[src/rtl/t_ramp_gen.sv]
// Temperature trajectory generator: integrates a 2^-k scaled Q7.0 slope into a
// clamped Q7.7 accumulator and emits Q7.0 samples at a programmable rate.
module t_ramp_gen #(
    parameter int CNT_W = 8
) (
    input  logic             clk,
    input  logic             rst_n,
    input  logic             init,
    input  logic             run,
    input  logic [7:0]       T_start,
    input  logic [7:0]       dT_cmd,
    input  logic [7:0]       k_dt,
    input  logic [7:0]       t_lo,
    input  logic [7:0]       t_hi,
    input  logic [CNT_W-1:0] period,
    output logic [7:0]       T_out,
    output logic             t_valid,
    output logic             sat
);

    typedef enum logic [1:0] {
        ST_IDLE = 2'd0,
        ST_RUN  = 2'd1,
        ST_SAT  = 2'd2
    } state_e;

    state_e             state_q, state_d;
    logic signed [15:0] acc_q, acc_d;
    logic [CNT_W-1:0]   cnt_q, cnt_d;
    logic [7:0]         t_out_q, t_out_d;
    logic               t_valid_q, t_valid_d;
    logic               sat_q, sat_d;

    logic [3:0]         k_eff_s;
    logic signed [15:0] step_base_s;
    logic signed [15:0] step_s;
    logic signed [16:0] sum_s;
    logic signed [16:0] acc_new_s;
    logic signed [16:0] start_s;
    logic signed [16:0] start_clamp_s;
    logic               bounds_bad_s;
    logic               clamped_s;
    logic               start_clamped_s;
    logic               tick_s;

    function automatic logic signed [16:0] to_q77(input logic [7:0] t);
        return {{2{t[7]}}, t, 7'd0};
    endfunction

    // Upper bound applied last so inverted bounds collapse onto t_hi.
    function automatic logic signed [16:0] clamp_q77(input logic signed [16:0] v,
                                                     input logic [7:0] lo,
                                                     input logic [7:0] hi);
        logic signed [16:0] lo7;
        logic signed [16:0] hi7;
        logic signed [16:0] r;
        lo7 = to_q77(lo);
        hi7 = to_q77(hi);
        r   = (v < lo7) ? lo7 : v;
        r   = (r > hi7) ? hi7 : r;
        return r;
    endfunction

    // Q7.7 -> Q7.0 toward zero: bias negatives by 127 before the arithmetic shift.
    function automatic logic [7:0] trunc0(input logic signed [15:0] a);
        logic signed [15:0] b;
        b = a[15] ? (a + 16'sd127) : a;
        return 8'(b >>> 7);
    endfunction

    // Slope scaling, accumulation and clamping of both the running sum and T_start.
    always_comb begin
        k_eff_s         = (k_dt > 8'd15) ? 4'd15 : k_dt[3:0];
        step_base_s     = {dT_cmd[7], dT_cmd, 7'd0};
        step_s          = step_base_s >>> k_eff_s;
        sum_s           = {acc_q[15], acc_q} + {step_s[15], step_s};
        bounds_bad_s    = ($signed(t_lo) > $signed(t_hi));
        acc_new_s       = clamp_q77(sum_s, t_lo, t_hi);
        clamped_s       = (acc_new_s != sum_s) || bounds_bad_s;
        start_s         = to_q77(T_start);
        start_clamp_s   = clamp_q77(start_s, t_lo, t_hi);
        start_clamped_s = (start_clamp_s != start_s) || bounds_bad_s;
    end

    // Next-state logic: init overrides everything, then run level, then tick.
    always_comb begin
        state_d   = state_q;
        acc_d     = acc_q;
        cnt_d     = cnt_q;
        t_out_d   = t_out_q;
        t_valid_d = 1'b0;
        sat_d     = sat_q;
        tick_s    = 1'b0;
        if (init) begin
            acc_d   = 16'(start_clamp_s);
            t_out_d = trunc0(16'(start_clamp_s));
            cnt_d   = {CNT_W{1'b0}};
            sat_d   = start_clamped_s;
            if (run) begin
                state_d = start_clamped_s ? ST_SAT : ST_RUN;
            end else begin
                state_d = ST_IDLE;
            end
        end else begin
            case (state_q)
                ST_IDLE: begin
                    cnt_d   = {CNT_W{1'b0}};
                    sat_d   = 1'b0;
                    state_d = run ? ST_RUN : ST_IDLE;
                end
                ST_RUN, ST_SAT: begin
                    if (!run) begin
                        state_d = ST_IDLE;
                        cnt_d   = {CNT_W{1'b0}};
                        sat_d   = 1'b0;
                    end else if (cnt_q == period) begin
                        tick_s    = 1'b1;
                        cnt_d     = {CNT_W{1'b0}};
                        acc_d     = 16'(acc_new_s);
                        t_out_d   = trunc0(16'(acc_new_s));
                        t_valid_d = 1'b1;
                        state_d   = clamped_s ? ST_SAT : ST_RUN;
                        sat_d     = clamped_s;
                    end else begin
                        cnt_d = cnt_q + CNT_W'(1);
                        sat_d = (state_q == ST_SAT);
                    end
                end
                default: begin
                    state_d = ST_IDLE;
                    cnt_d   = {CNT_W{1'b0}};
                    sat_d   = 1'b0;
                end
            endcase
        end
    end

    // State and output registers.
    always_ff @(posedge clk or negedge rst_n) begin
        if (!rst_n) begin
            state_q   <= ST_IDLE;
            acc_q     <= 16'sd0;
            cnt_q     <= {CNT_W{1'b0}};
            t_out_q   <= 8'd0;
            t_valid_q <= 1'b0;
            sat_q     <= 1'b0;
        end else begin
            state_q   <= state_d;
            acc_q     <= acc_d;
            cnt_q     <= cnt_d;
            t_out_q   <= t_out_d;
            t_valid_q <= t_valid_d;
            sat_q     <= sat_d;
        end
    end

    assign T_out   = t_out_q;
    assign t_valid = t_valid_q;
    assign sat     = sat_q;

endmodule

[config.mk]
export PLATFORM = sky130hd
export DESIGN_NAME = t_ramp_gen
export DESIGN_NICKNAME = d
export VERILOG_FILES = /design/src/rtl/t_ramp_gen.sv
export SDC_FILE = /design/constraint.sdc
export NUM_CORES = 1
export LEC_CHECK = 0
export BUFFER_PORTS_ARGS = -buffer_cell sky130_fd_sc_hd__buf_2
export CORE_MARGIN = 4
export CORE_UTILIZATION = 55
export CTS_CLUSTER_DIAMETER = 100
export DETAILED_ROUTE_END_ITERATION = 6
export MAX_ROUTING_LAYER = met4
export PLACE_DENSITY = 0.76
export SETUP_SLACK_MARGIN = 0.4
export SYNTH_ARGS = -nofsm -noshare
export SYNTH_HDL_FRONTEND = slang
export SYNTH_SLANG_ARGS = --single-unit
[constraint.sdc]
create_clock -name clk -period 8.6 [get_ports clk]
set_clock_uncertainty 0.1 [all_clocks]
set_input_delay 0.43 -clock clk [delete_from_list [all_inputs] [get_ports clk]]
set_output_delay 0.43 -clock clk [all_outputs]
set_load 0.02 [all_outputs]
==> Word-level counts from Yosys, hierarchy flattened <==
Cells that the tools add are included.
{ "totals": {"output_inout_bits": 10, "elab_cells": 66, "inputBits": 52, "reg_bits": 36} }
{ "op_classes": {"n_eq_ne": 6, "add_sub_neg": 4, "n_shift": 1, "magnitude_cmp": 6, "muxes": 35, "n_reduce_logical": 8} }
{ "op_table": {"columns": ["op", "count"], "rows": [
  ["17-bit two-way mux", 4],
  ["16-bit two-way mux", 4],
  ["8-bit two-way mux", 8],
  ["17-bit by 15-bit greater-than comparator with 1-bit output", 2],
  ["15-bit by 8-bit adder with 15-bit output, second input constant", 2],
  ["15-bit two-way mux", 2],
  ["16-bit by 16-bit adder with 17-bit output", 1],
  ["17-bit by 15-bit < comparator with 1-bit output", 1],
  ["17-bit by 15-bit != test with 1-bit output", 1],
  ["17-bit != test", 1],
  ["15-bit by 4-bit >>> shifter with 16-bit output", 1],
  ["15-bit < comparator", 1],
  ["2-bit two-way mux", 6],
  ["1-bit two-way mux", 9],
  ["8-bit by 1-bit adder with 8-bit output, second input constant", 1],
  ["8-bit equality test", 1],
  ["8-bit by 4-bit greater-than comparator with 1-bit output, second input constant", 1],
  ["8-bit greater-than comparator", 1],
  ["2-bit nonzero test", 3],
  ["4-bit two-way mux", 1],
  ["4-bit != test, second input constant", 1],
  ["2-bit case mux with 2 select lines", 1],
  ["3-bit AND reduction", 1],
  ["2-bit by 1-bit equality test with 1-bit output, second input constant", 1],
  ["other kinds (4)", 5]
]} }

==> Depth between registers and ports, before layout <==
Gate-level depths: netlist of the first run.
{ "logic_depth": {"ltp_word": 15, "ltp_mapped": 37, "mapped_depth_nobuf": 33} }

==> Least setup slack after synthesis of the first run <==
OpenSTA, ideal clock, no wires.
{ "synth_path": {"kind": "input port to flip-flop", "startpoint": "input port k_dt[6]", "endpoint": "register t_out_q[6] (netlist: T_out[6])", "path_stages": 33, "arrival_ns": 8.529, "setup_ns": 0.136, "slack_ns": -0.165, "cell_sequence": "or4_1 > clkbuf_1 > nor2_1 > buf_1 > mux2i_1 > a21oi_1 > mux4_2 > ha_1 > a41o_1 > a31o_2 > a211oi_1 > o21ai_1 > a211oi_4 > inv_1 > ha_1 > nand3_2 > or3_1 > or3_4 > a2111oi_4 > nor2_2 > buf_2 > mux2_2 > ha_1 > or4_1 > a21oi_1 > o21ai_0 > a31o_2 > a2bb2o_4 > nor4_4 > and4_4 > a21bo_2 > xor2_1 > o221ai_2"} }
{ "synth_between": {"elab_chain_cells": 14} }
{ "synth_lines": {"columns": ["item", "line", "source"], "rows": [
  ["start: declaration", "12", "input logic [7:0] k_dt,"],
  ["8-bit by 4-bit greater-than comparator with 1-bit output (*)", "73", "k_eff_s = (k_dt > 8'd15) ? 4'd15 : k_dt[3:0];"],
  ["4-bit two-way mux (*)", "73", null],
  ["15-bit by 4-bit >>> shifter with 16-bit output (*)", "75", "step_s = step_base_s >>> k_eff_s;"],
  ["16-bit by 16-bit adder with 17-bit output (*)", "76", "sum_s = {acc_q[15], acc_q} + {step_s[15], step_s};"],
  ["17-bit by 15-bit < comparator with 1-bit output", "59", "r = (v < lo7) ? lo7 : v;"],
  ["17-bit two-way mux (*)", "59", null],
  ["17-bit by 15-bit greater-than comparator with 1-bit output", "60", "r = (r > hi7) ? hi7 : r;"],
  ["17-bit two-way mux (*)", "60", null],
  ["15-bit by 8-bit adder with 15-bit output", "67", "b = a[15] ? (a + 16'sd127) : a;"],
  ["15-bit two-way mux (*)", "67", null],
  ["8-bit two-way mux (*)", "116", "end else if (cnt_q == period) begin"],
  ["8-bit two-way mux (*)", "112", "if (!run) begin"],
  ["8-bit two-way mux (*)", "105", "case (state_q)"],
  ["8-bit two-way mux (*)", "94", "if (init) begin"],
  ["end signal: assignment", "151", "t_out_q <= t_out_d;"],
  ["end: declaration", "30", "logic [7:0] t_out_q, t_out_d;"]
]} }
Every way passes the cells marked *; elsewhere a longest branch is shown, timed or not. The select of a mux whose other input is x is not followed.
A chain may end at the register's enable or synchronous reset.

==> Final worst setup path of the first run <==
{ "layout_path": {"startpoint": "input port k_dt[4]", "endpoint": "register state_q[1]"} }
{ "layout_between": {"elab_chain_cells": 15} }
{ "layout_lines": {"columns": ["item", "line", "source"], "rows": [
  ["8-bit by 4-bit greater-than comparator with 1-bit output (*)", "73", null],
  ["4-bit two-way mux (*)", "73", null],
  ["15-bit by 4-bit >>> shifter with 16-bit output (*)", "75", null],
  ["16-bit by 16-bit adder with 17-bit output (*)", "76", null],
  ["17-bit by 15-bit < comparator with 1-bit output", "59", null],
  ["17-bit two-way mux", "59", null],
  ["17-bit by 15-bit greater-than comparator with 1-bit output", "60", null],
  ["17-bit two-way mux", "60", null],
  ["17-bit != test (*)", "79", "clamped_s = (acc_new_s != sum_s) || bounds_bad_s;"],
  ["1-bit logical OR (*)", "79", null],
  ["2-bit two-way mux (*)", "122", "state_d = clamped_s ? ST_SAT : ST_RUN;"],
  ["2-bit two-way mux (*)", "116", null],
  ["2-bit two-way mux (*)", "112", null],
  ["2-bit case mux with 2 select lines (*)", "105", null],
  ["2-bit two-way mux (*)", "94", null],
  ["end signal: assignment", "148", "state_q <= state_d;"],
  ["end: declaration", "27", "state_e state_q, state_d;"]
]} }
Marked as above.

==> impl_metrics.ini, run 1 <==
[outcome]
status = complete, no violations

[timing]
min_period_ns = 7.97
hold_violations = 0
setup_slack_ns = 0.630
tightest_slew_ns = 0.999
drv_slew = 0
slew_headroom_pct = 33.0
tns_ns = 0
rsz0062_at_grt = no
fin_crit_sh_pct = 92.7
setup_viol = 0
clock.fmax_mhz = 125
whs_ns = 0.126

[setup_path]
crit_path_frequent_cell = or4_4
ff2ff_path_depth = 27
crit_buf_inv = 5
worstPathMaxFanout = 6
worst-endpoint-arrival_ns = 8.08
slowest_stage = or4_4
critical_path_class = in -> reg
worst-path-stages = 35
critPathMaxStageDelay_ns = 0.58
cpLargestDelayFamily = simple AND/OR/NAND/NOR gates
critPathRequiredTime_ns = 8.71
endpoint_kind = flop
worstSetupStartpointType = input port

[synth]
synth_top_cells_by_area = dfrtp_1 18%, ha_1 15%, mux2i_1 6.6%, xnor2_1 5.3%, o21ai_0 4.8%
synth-edff-count = 0
synth-seq-cells = 36
yosysTopAreaCell = dfrtp_1
async_flop_share_pct = 100
synthFlopType = dfrtp_1
syn_avg_cell_area_um2 = 8.37
yosysUniqueCellTypes = 82
synth_top_area_share_pct = 17.6
yosys-top-cells-count = 62 x ha_1, 49 x o21ai_0, 40 x nor2_1, 38 x nand2_1, 37 x a21oi_1
yosys_warnings = 0
syn_inst = 612
yosysMostFrequentCell = ha_1
netlist_area_um2 = 5120
seq_area_frac_synth_pct = 17.6
syn_nets = 727

[place]
dp_cells = 781
pre_cts_slack_ns = 0.0933
port_buffers = 61
hpwl_um = 12400
gp_congestion = 1.01

[power_and_ir_drop]
p_leak_nw = 2.74
powerDensity_nw_per_um2 = 266
ir_drop_v = 0.000145

[route]
wl_um = 15600
wl_met2_um = 7460
ant_nets = 0
drt_iter0_drc = 263
drc = 0
vias = 5105
vias_per_cell = 6.36
wl_met1_um = 6580
route.met3.wl_um = 917
post_drt_wl_per_cell_um = 19.4
top_layer = met4
dr.pass1.iters = 5

[die]
die_h_um = 104
initial_core_util_pct = 57.6
die_w_um = 104
ios = 62
num_rows = 34
die_area_um2 = 10900
core_area_um2 = 8890

[flow_run]
drv_cap = 0

[finish]
fin_nets = 809
area_growth_syn_to_layout_pct = 18.6
drive_above_1_share_pct = 25.6
layout.cells.non_filler = 803
diodes = 0

[global_routing]
antenna_found_initial = 0
gr-usage-all-layers_pct = 27.8
grt_pass1_wl_um = 24000
grt_max_degree = 37
grt_pass1_vias = 4814
grt_remaining_overflow = 0

[clocking]
clk_latency_ns = 0.29
clkTransAtPathRegs_ns = 0.07
cts_tree = built
cts_hold_buf = 0
cts_num_sinks = 36
clockBufferDepth = 2
cts-root-buf = clkbuf_8
htree_levels = 2
cts_buffers = 5

[worst_hold_path]
min_path_type = in -> async
-- final timing paths --
check	start	endpoint	slack, ns
max in group asynchronous	rst_n	t_valid$_DFF_PN0_	7.77
max reg2reg	acc_q[7]$_DFFE_PN0P_	state_q[1]$_DFFE_PN0P_	2.01
min reg2reg	T_out[5]$_DFFE_PN0P_	T_out[5]$_DFFE_PN0P_	0.38
min in group clk	T_out[5]$_DFFE_PN0P_	T_out[5]$_DFFE_PN0P_	0.38
max	k_dt[4]	state_q[1]$_DFFE_PN0P_	0.63
min	rst_n	acc_q[0]$_DFFE_PN0P_	0.13
-- cell usage in the layout, fill, tap and decap left out, types with 5 or more instances in the layout --
master	synthesis	layout
o21ai_1	5	5
a21oi_2	0	7
and3_1	5	5
xor2_1	25	22
nand3_1	20	20
o21a_1	7	7
clkbuf_8	0	5
nand2_1	38	37
nor2b_1	7	6
mux2i_1	34	29
nand4_1	7	7
dfrtp_1	36	36
o21ai_0	49	48
nor3_1	8	8
mux2_2	16	14
buf_4	3	31
xnor2_1	31	31
a21oi_1	37	30
o211ai_1	9	9
ha_1	62	56
inv_1	35	34
a211oi_1	10	9
a211o_1	5	5
buf_2	2	62
nor2_1	40	36
nand2b_1	6	6
a21o_1	10	10
nor4_1	5	5
-- routing by layer --
| metal | vias to the layer above | global-route usage, % |
|---|---|---|
| met5 | - | - |
| met4 | 0 | 10.8 |
| met3 | 49 | 3.41 |
| met2 | 218 | 46.4 |
| met1 | 2395 | 34.2 |
| li1 | 2443 | - |
-- cell families (layout without fill, tap and decap cells) --
kind of cell,after synthesis,after routing,synth area share [%]
flip-flops,36,36,17.6
AO/OA/AOI/OAI,184,184,25.0
adder cells (fa/ha/maj),63,63,15.5
AND/OR/NAND/NOR,166,167,16.9
buffers and inverters,56,138,4.84
multiplexers,51,51,10.6
XOR/XNOR,56,56,9.58
-- per-stage QoR --
stage / power [mW] / utilization, % / instance area [µm²]
after CTS: 1.50 / 64.5 / 5740
after floorplan: 1.05 / - / 5170
after global routing: 1.73 / 68.3 / 6070
after global placement: 1.33 / 63.2 / 5620
final: 1.62 / 68.3 / 6070
after detailed placement: 1.34 / 63.2 / 5620
-- state kept, by name, summed over array words and instances (netlist names) --
name	count
acc_q	16
T_out	8
cnt_q	8
state_q	2
sat	1
t_valid	1
-- worst reg2reg max path: stages (launching register included) --
cell	delay, ns
dfrtp_1	0.43
ha_2	0.24
or4_4	0.56
or2_1	0.25
nand4_1	0.16
o21ai_4	0.11
a211oi_4	0.28
inv_2	0.09
ha_4	0.28
nand3_2	0.07
or3_1	0.36
or3_4	0.34
a2111oi_4	0.26
buf_4	0.19
nor2_4	0.06
mux2_4	0.34
ha_1	0.20
or4_4	0.51
a21oi_2	0.11
o21ai_0	0.08
a31o_2	0.26
nand2_2	0.13
o21ai_0	0.20
a211oi_1	0.23
a221oi_1	0.09
buf_4	0.16
a31oi_1	0.24
a2bb2oi_1	0.17
-- final cells by class --
cell class / instances / area [µm²]
clock buffers: 6 / 72.6
clock inverters: 2 / 35.0
fillers: 746 / 2820
inverters: 36 / 135
multi-input cells: 521 / 4240
flip-flops and latches: 36 / 901
well taps: 108 / 135
repair buffers: 94 / 558
-- report_power, final --
| part | switching (mW) | leakage [nW] | total (mW) | internal, mW |
|---|---|---|---|---|
| clock | 0.0604 | 0.0552 | 0.146 | 0.0860 |
| sequential | 0.0251 | 0.466 | 0.223 | 0.198 |
| combinational | 0.690 | 2.22 | 1.25 | 0.557 |
| total | 0.775 | 2.74 | 1.62 | 0.841 |
-- repair_timing --
action | CTS | global route
gates cloned | 0 | 2
hold endpoints to repair | 0 | 0
resized for setup | 1 | 49
buffers inserted | 0 | 12
pin swaps | 0 | 12
setup endpoints to repair | 3 | 27
(Power assumes the default switching activity.)
==> run 2: changes to the inputs <==
==> constraint.sdc (replaced) <==
create_clock -name clk -period 7.8 [get_ports clk]
set_clock_uncertainty 0.1 [all_clocks]
set_input_delay 0.39 -clock clk [delete_from_list [all_inputs] [get_ports clk]]
set_output_delay 0.39 -clock clk [all_outputs]
set_load 0.02 [all_outputs]
==> impl_metrics.ini, run 2 (synthesized netlist as in run 1, its figures left out) <==
[route]
wl_um = 20600
ant_nets = 0
vias = 6151
post_drt_wl_per_cell_um = 22.3
drc = 0
vias_per_cell = 6.67
dr.pass1.iters = 6
drt_iter0_drc = 485

[timing]
clock.fmax_mhz = 120
tightest_slew_ns = 1.06
setup_slack_ns = -0.536
fin_crit_sh_pct = 107
setup_viol = 19
rsz0062_at_grt = yes
hold_violations = 0
drv_slew = 0
slew_headroom_pct = 28.8
min_period_ns = 8.34

[setup_path]
worstPathMaxFanout = 7
worst-endpoint-arrival_ns = 8.41
critPathMaxStageDelay_ns = 0.56
crit_path_frequent_cell = buf_4
worstSetupStartpointType = input port
endpoint_kind = flop
critical_path_class = in -> reg
critPathRequiredTime_ns = 7.87
slowest_stage = or4_4
ff2ff_path_depth = 29

[clocking]
cts_tree = built
clkTransAtPathRegs_ns = 0.07
cts_buffers = 5
cts_hold_buf = 0
clk_latency_ns = 0.30
clockBufferDepth = 2
cts-root-buf = clkbuf_8
htree_levels = 2
cts_num_sinks = 36

[global_routing]
grt_max_degree = 37
grt_pass1_wl_um = 29400
antenna_found_initial = 1
grt_remaining_overflow = 0
gr-usage-all-layers_pct = 34.3
grt_pass1_vias = 5850

[power_and_ir_drop]
powerDensity_nw_per_um2 = 392
p_leak_nw = 3.42
ir_drop_v = 0.000318

[worst_hold_path]
min_path_type = in -> async

[die]
die_h_um = 104
die_w_um = 104
core_area_um2 = 8890
die_area_um2 = 10900
ios = 62
num_rows = 34
initial_core_util_pct = 57.6

[place]
dp_cells = 856
port_buffers = 61
hpwl_um = 13400
gp_congestion = 1.05

[finish]
final_common_cell = buf_4
drive_above_1_share_pct = 41.8
fill_cells = 506
fin_nets = 927
final_core_util_pct = 83.8
regMostFlops = acc_q
area_growth_syn_to_layout_pct = 45.6
largest_reg_flops = 16
layout.cells.non_filler = 922
final_cell_mix = 126 x buf_4, 60 x buf_2, 54 x ha_1

[flow_run]
drv_cap = 0

[outcome]
violations = setup timing
status = finished with violations
-- run 2: cell type report --
cell class	count	area (µm²)	share of cell area, %
timing repair buffer	212	1580	21.2
multi-input combinational	521	4610	61.8
clock buffer	7	86.3	1.16
inverter	36	135	1.81
antenna	1	2.50	0.0336
sequential	36	901	12.1
clock inverter	1	7.51	0.101
tap	108	135	1.81
-- run 2: per-stage QoR --
step | setup TNS, ns | hold WS [ns] | total power [mW] | area, µm² | setup WS (ns)
after floorplan | -0.319 | -0.00559 | 1.21 | 5240 | -0.151
after global placement | -1.77 | 0.362 | 1.79 | 6270 | -0.215
after detailed placement | -6.89 | 0.389 | 1.82 | 6270 | -0.446
after CTS | 0 | 0.0867 | 2.37 | 6990 | 0.0468
after global routing | -10.10 | 0.123 | 3.03 | 7450 | -0.738
final | -4.94 | 0.0740 | 2.92 | 7450 | -0.536
-- run 2: where the power goes --
| part | total, mW | internal (mW) | switching, mW |
|---|---|---|---|
| logic | 2.53 | 1.29 | 1.24 |
| clock network | 0.139 | 0.0717 | 0.0676 |
| registers | 0.248 | 0.218 | 0.0294 |
-- run 2: worst max-delay path: cells and delay by family --
family / cells / cell delay (ns)
AOI/OAI and AO/OA: 15 / 3.12
muxes: 3 / 0.82
buffers and inverters: 6 / 0.82
and+or+nand+nor: 10 / 2.60
adders and majority gates: 3 / 0.63
-- run 2: routing by layer --
metal  vias up  share of wire (%)  global-route usage [%]
met3       164                8.9                    6.27
li1       2687                  -                       -
met4         0                8.9                    18.8
met5         -                  0                       -
met2       415                 46                    57.0
met1      2885                 37                    39.1
-- run 2: repair_timing --
item | CTS | global route
pin swaps | 13 | 29
gates resized for setup | 63 | 76
gates cloned | 1 | 1
endpoints found under the setup margin | 27 | 27
buffers inserted | 42 | 13
-- run 2: path summary, 6_finish.rpt --
kind	startpoint	endpoint	slack, ns
max reg2reg	acc_q[0]$_DFFE_PN0P_	sat$_DFF_PN0_	0.74
min reg2reg	T_out[4]$_DFFE_PN0P_	T_out[4]$_DFFE_PN0P_	0.41
max	k_dt[6]	sat$_DFF_PN0_	-0.54
max in group asynchronous	rst_n	cnt_q[4]$_DFF_PN0_	7.03
min in group clk	run	state_q[0]$_DFFE_PN0P_	0.34
min	rst_n	acc_q[2]$_DFFE_PN0P_	0.07
==> run 3: changes to the inputs <==
--- a/config.mk
+++ b/config.mk
@@ -10,7 +10,7 @@
 export CORE_UTILIZATION = 55
 export CTS_CLUSTER_DIAMETER = 100
 export DETAILED_ROUTE_END_ITERATION = 6
-export MAX_ROUTING_LAYER = met4
+export GPL_TIMING_DRIVEN = 0
 export PLACE_DENSITY = 0.76
 export SETUP_SLACK_MARGIN = 0.4
 export SYNTH_ARGS = -nofsm -noshare
==> constraint.sdc (replaced) <==
create_clock -name clk -period 8.03 [get_ports clk]
set_clock_uncertainty 0.1 [all_clocks]
set_input_delay 0.4015 -clock clk [delete_from_list [all_inputs] [get_ports clk]]
set_output_delay 0.4015 -clock clk [all_outputs]
set_load 0.02 [all_outputs]
==> impl_metrics.ini, run 3 (synthesized netlist as in run 1, its figures left out) <==
[power_and_ir_drop]
powerDensity_nw_per_um2 = 327
ir_drop_v = 0.000220
p_leak_nw = 2.92

[timing]
tightest_slew_ns = 0.837
setup_slack_ns = -0.246
hold_violations = 0
slew_headroom_pct = 44.2
min_period_ns = 8.28
whs_ns = 0.0927
rsz0062_at_grt = yes
drv_slew = 0
clock.fmax_mhz = 121
setup_viol = 16
fin_crit_sh_pct = 103

[setup_path]
critPathRequiredTime_ns = 8.10
worstPathMaxFanout = 6
slowest_stage = or4b_2
worst-endpoint-arrival_ns = 8.34
critPathMaxStageDelay_ns = 0.67
crit_path_frequent_cell = buf_6
worstSetupStartpointType = input port
endpoint_kind = flop
critical_path_class = in -> reg

[route]
wl_um = 16700
drc = 0
vias = 5467
post_drt_wl_per_cell_um = 20.1
dr.pass1.iters = 5
vias_per_cell = 6.59
drt_iter0_drc = 465
ant_nets = 0

[outcome]
status = finished with violations
violations = setup timing

[place]
port_buffers = 58
hpwl_um = 12000
dp_cells = 778
gp_congestion = 1.03

[clocking]
clk_latency_ns = 0.29
cts-root-buf = clkbuf_8
htree_levels = 2
cts_hold_buf = 0
cts_buffers = 5
cts_num_sinks = 36
clkTransAtPathRegs_ns = 0.07
clockBufferDepth = 2
cts_tree = built

[die]
die_area_um2 = 10900
die_h_um = 104
num_rows = 34
ios = 62
die_w_um = 104
initial_core_util_pct = 57.6
core_area_um2 = 8890

[finish]
fill_cells = 644
seqCellArea_um2 = 901
drive_above_1_share_pct = 32.6
final_cell_mix = 58 x buf_2, 53 x ha_1, 37 x nand2_1, 36 x dfrtp_1, 36 x buf_4
fin_nets = 836
multi_input_area_um2 = 4490
diodes = 0
layout.cells.non_filler = 829
largest_reg_flops = 16
final_common_cell = buf_2
regMostFlops = acc_q
area_growth_syn_to_layout_pct = 28.6

[global_routing]
grt_pass1_wl_um = 25700
antenna_found_initial = 0
grt_pass1_vias = 5314
grt_max_degree = 37
gr-usage-all-layers_pct = 28.3
grt_remaining_overflow = 0

[flow_run]
drv_cap = 0

[worst_hold_path]
min_path_type = in -> async
-- run 3: critical path, delay by kind of cell --
kind / cells / cell delay [ns]
AOI/OAI and AO/OA: 10 / 2.30
muxes: 3 / 0.80
buffers and inverters: 7 / 0.94
and+or+nand+nor: 11 / 3.21
adders and majority gates: 3 / 0.68
-- run 3: worst paths after layout --
path / startpoint / to / slack (ns) / cells after the start
max: k_dt[6] / sat$_DFF_PN0_ / -0.25 / 34
min: rst_n / acc_q[1]$_DFFE_PN0P_ / 0.09 / 1
max reg2reg: acc_q[8]$_DFFE_PN0P_ / sat$_DFF_PN0_ / 1.28 / 24
min reg2reg: T_out[5]$_DFFE_PN0P_ / T_out[5]$_DFFE_PN0P_ / 0.38 / 2
max in group asynchronous: rst_n / acc_q[8]$_DFFE_PN0P_ / 7.24 / 1
min in group clk: run / state_q[0]$_DFFE_PN0P_ / 0.38 / 3
-- run 3: through the flow --
step                TNS (ns)  area (µm²)  utilization, %  total power, mW  worst slack, ns
floorplan                  0        5240               -             1.16           0.0673
global placement      -14.51        5660            63.7             1.41           -0.950
detailed placement    -17.89        5660            63.7             1.44            -1.06
CTS                   -0.144        6310            70.9             1.87          -0.0912
global route           -6.56        6590            74.1             2.26           -0.430
finish                 -1.91        6590            74.1             2.15           -0.246
-- run 3: power by group --
group	total (mW)	switching, mW	internal [mW]
combinational	1.79	0.942	0.852
sequential	0.240	0.0281	0.212
clock	0.120	0.0615	0.0589
total	2.15	1.03	1.12
-- run 3: metal layers --
metal | track usage, % | wire [µm]
met1 | 35.1 | 6680
met2 | 48.7 | 8020
met3 | 3.10 | 1040
met4 | 14.0 | 923
met5 | 0 | 0
-- run 3: what timing repair did --
action / CTS / global route
endpoints found under the setup margin: 27 / 27
resized for setup: 89 / 40
pin swaps: 30 / 28
endpoints found under the hold margin: 0 / 0
buffers inserted: 32 / 12
-- run 3: cell type report --
| type | instances | share of cell area (%) |
|---|---|---|
| multi-input cells | 520 | 68.1 |
| flip-flops and latches | 36 | 13.7 |
| repair buffers | 102 | 10.3 |
| plain buffers | 20 | 2.56 |
| inverters | 36 | 2.05 |
| well taps | 108 | 2.05 |
| clock buffers | 6 | 1.10 |
| clock inverters | 1 | 0.0760 |
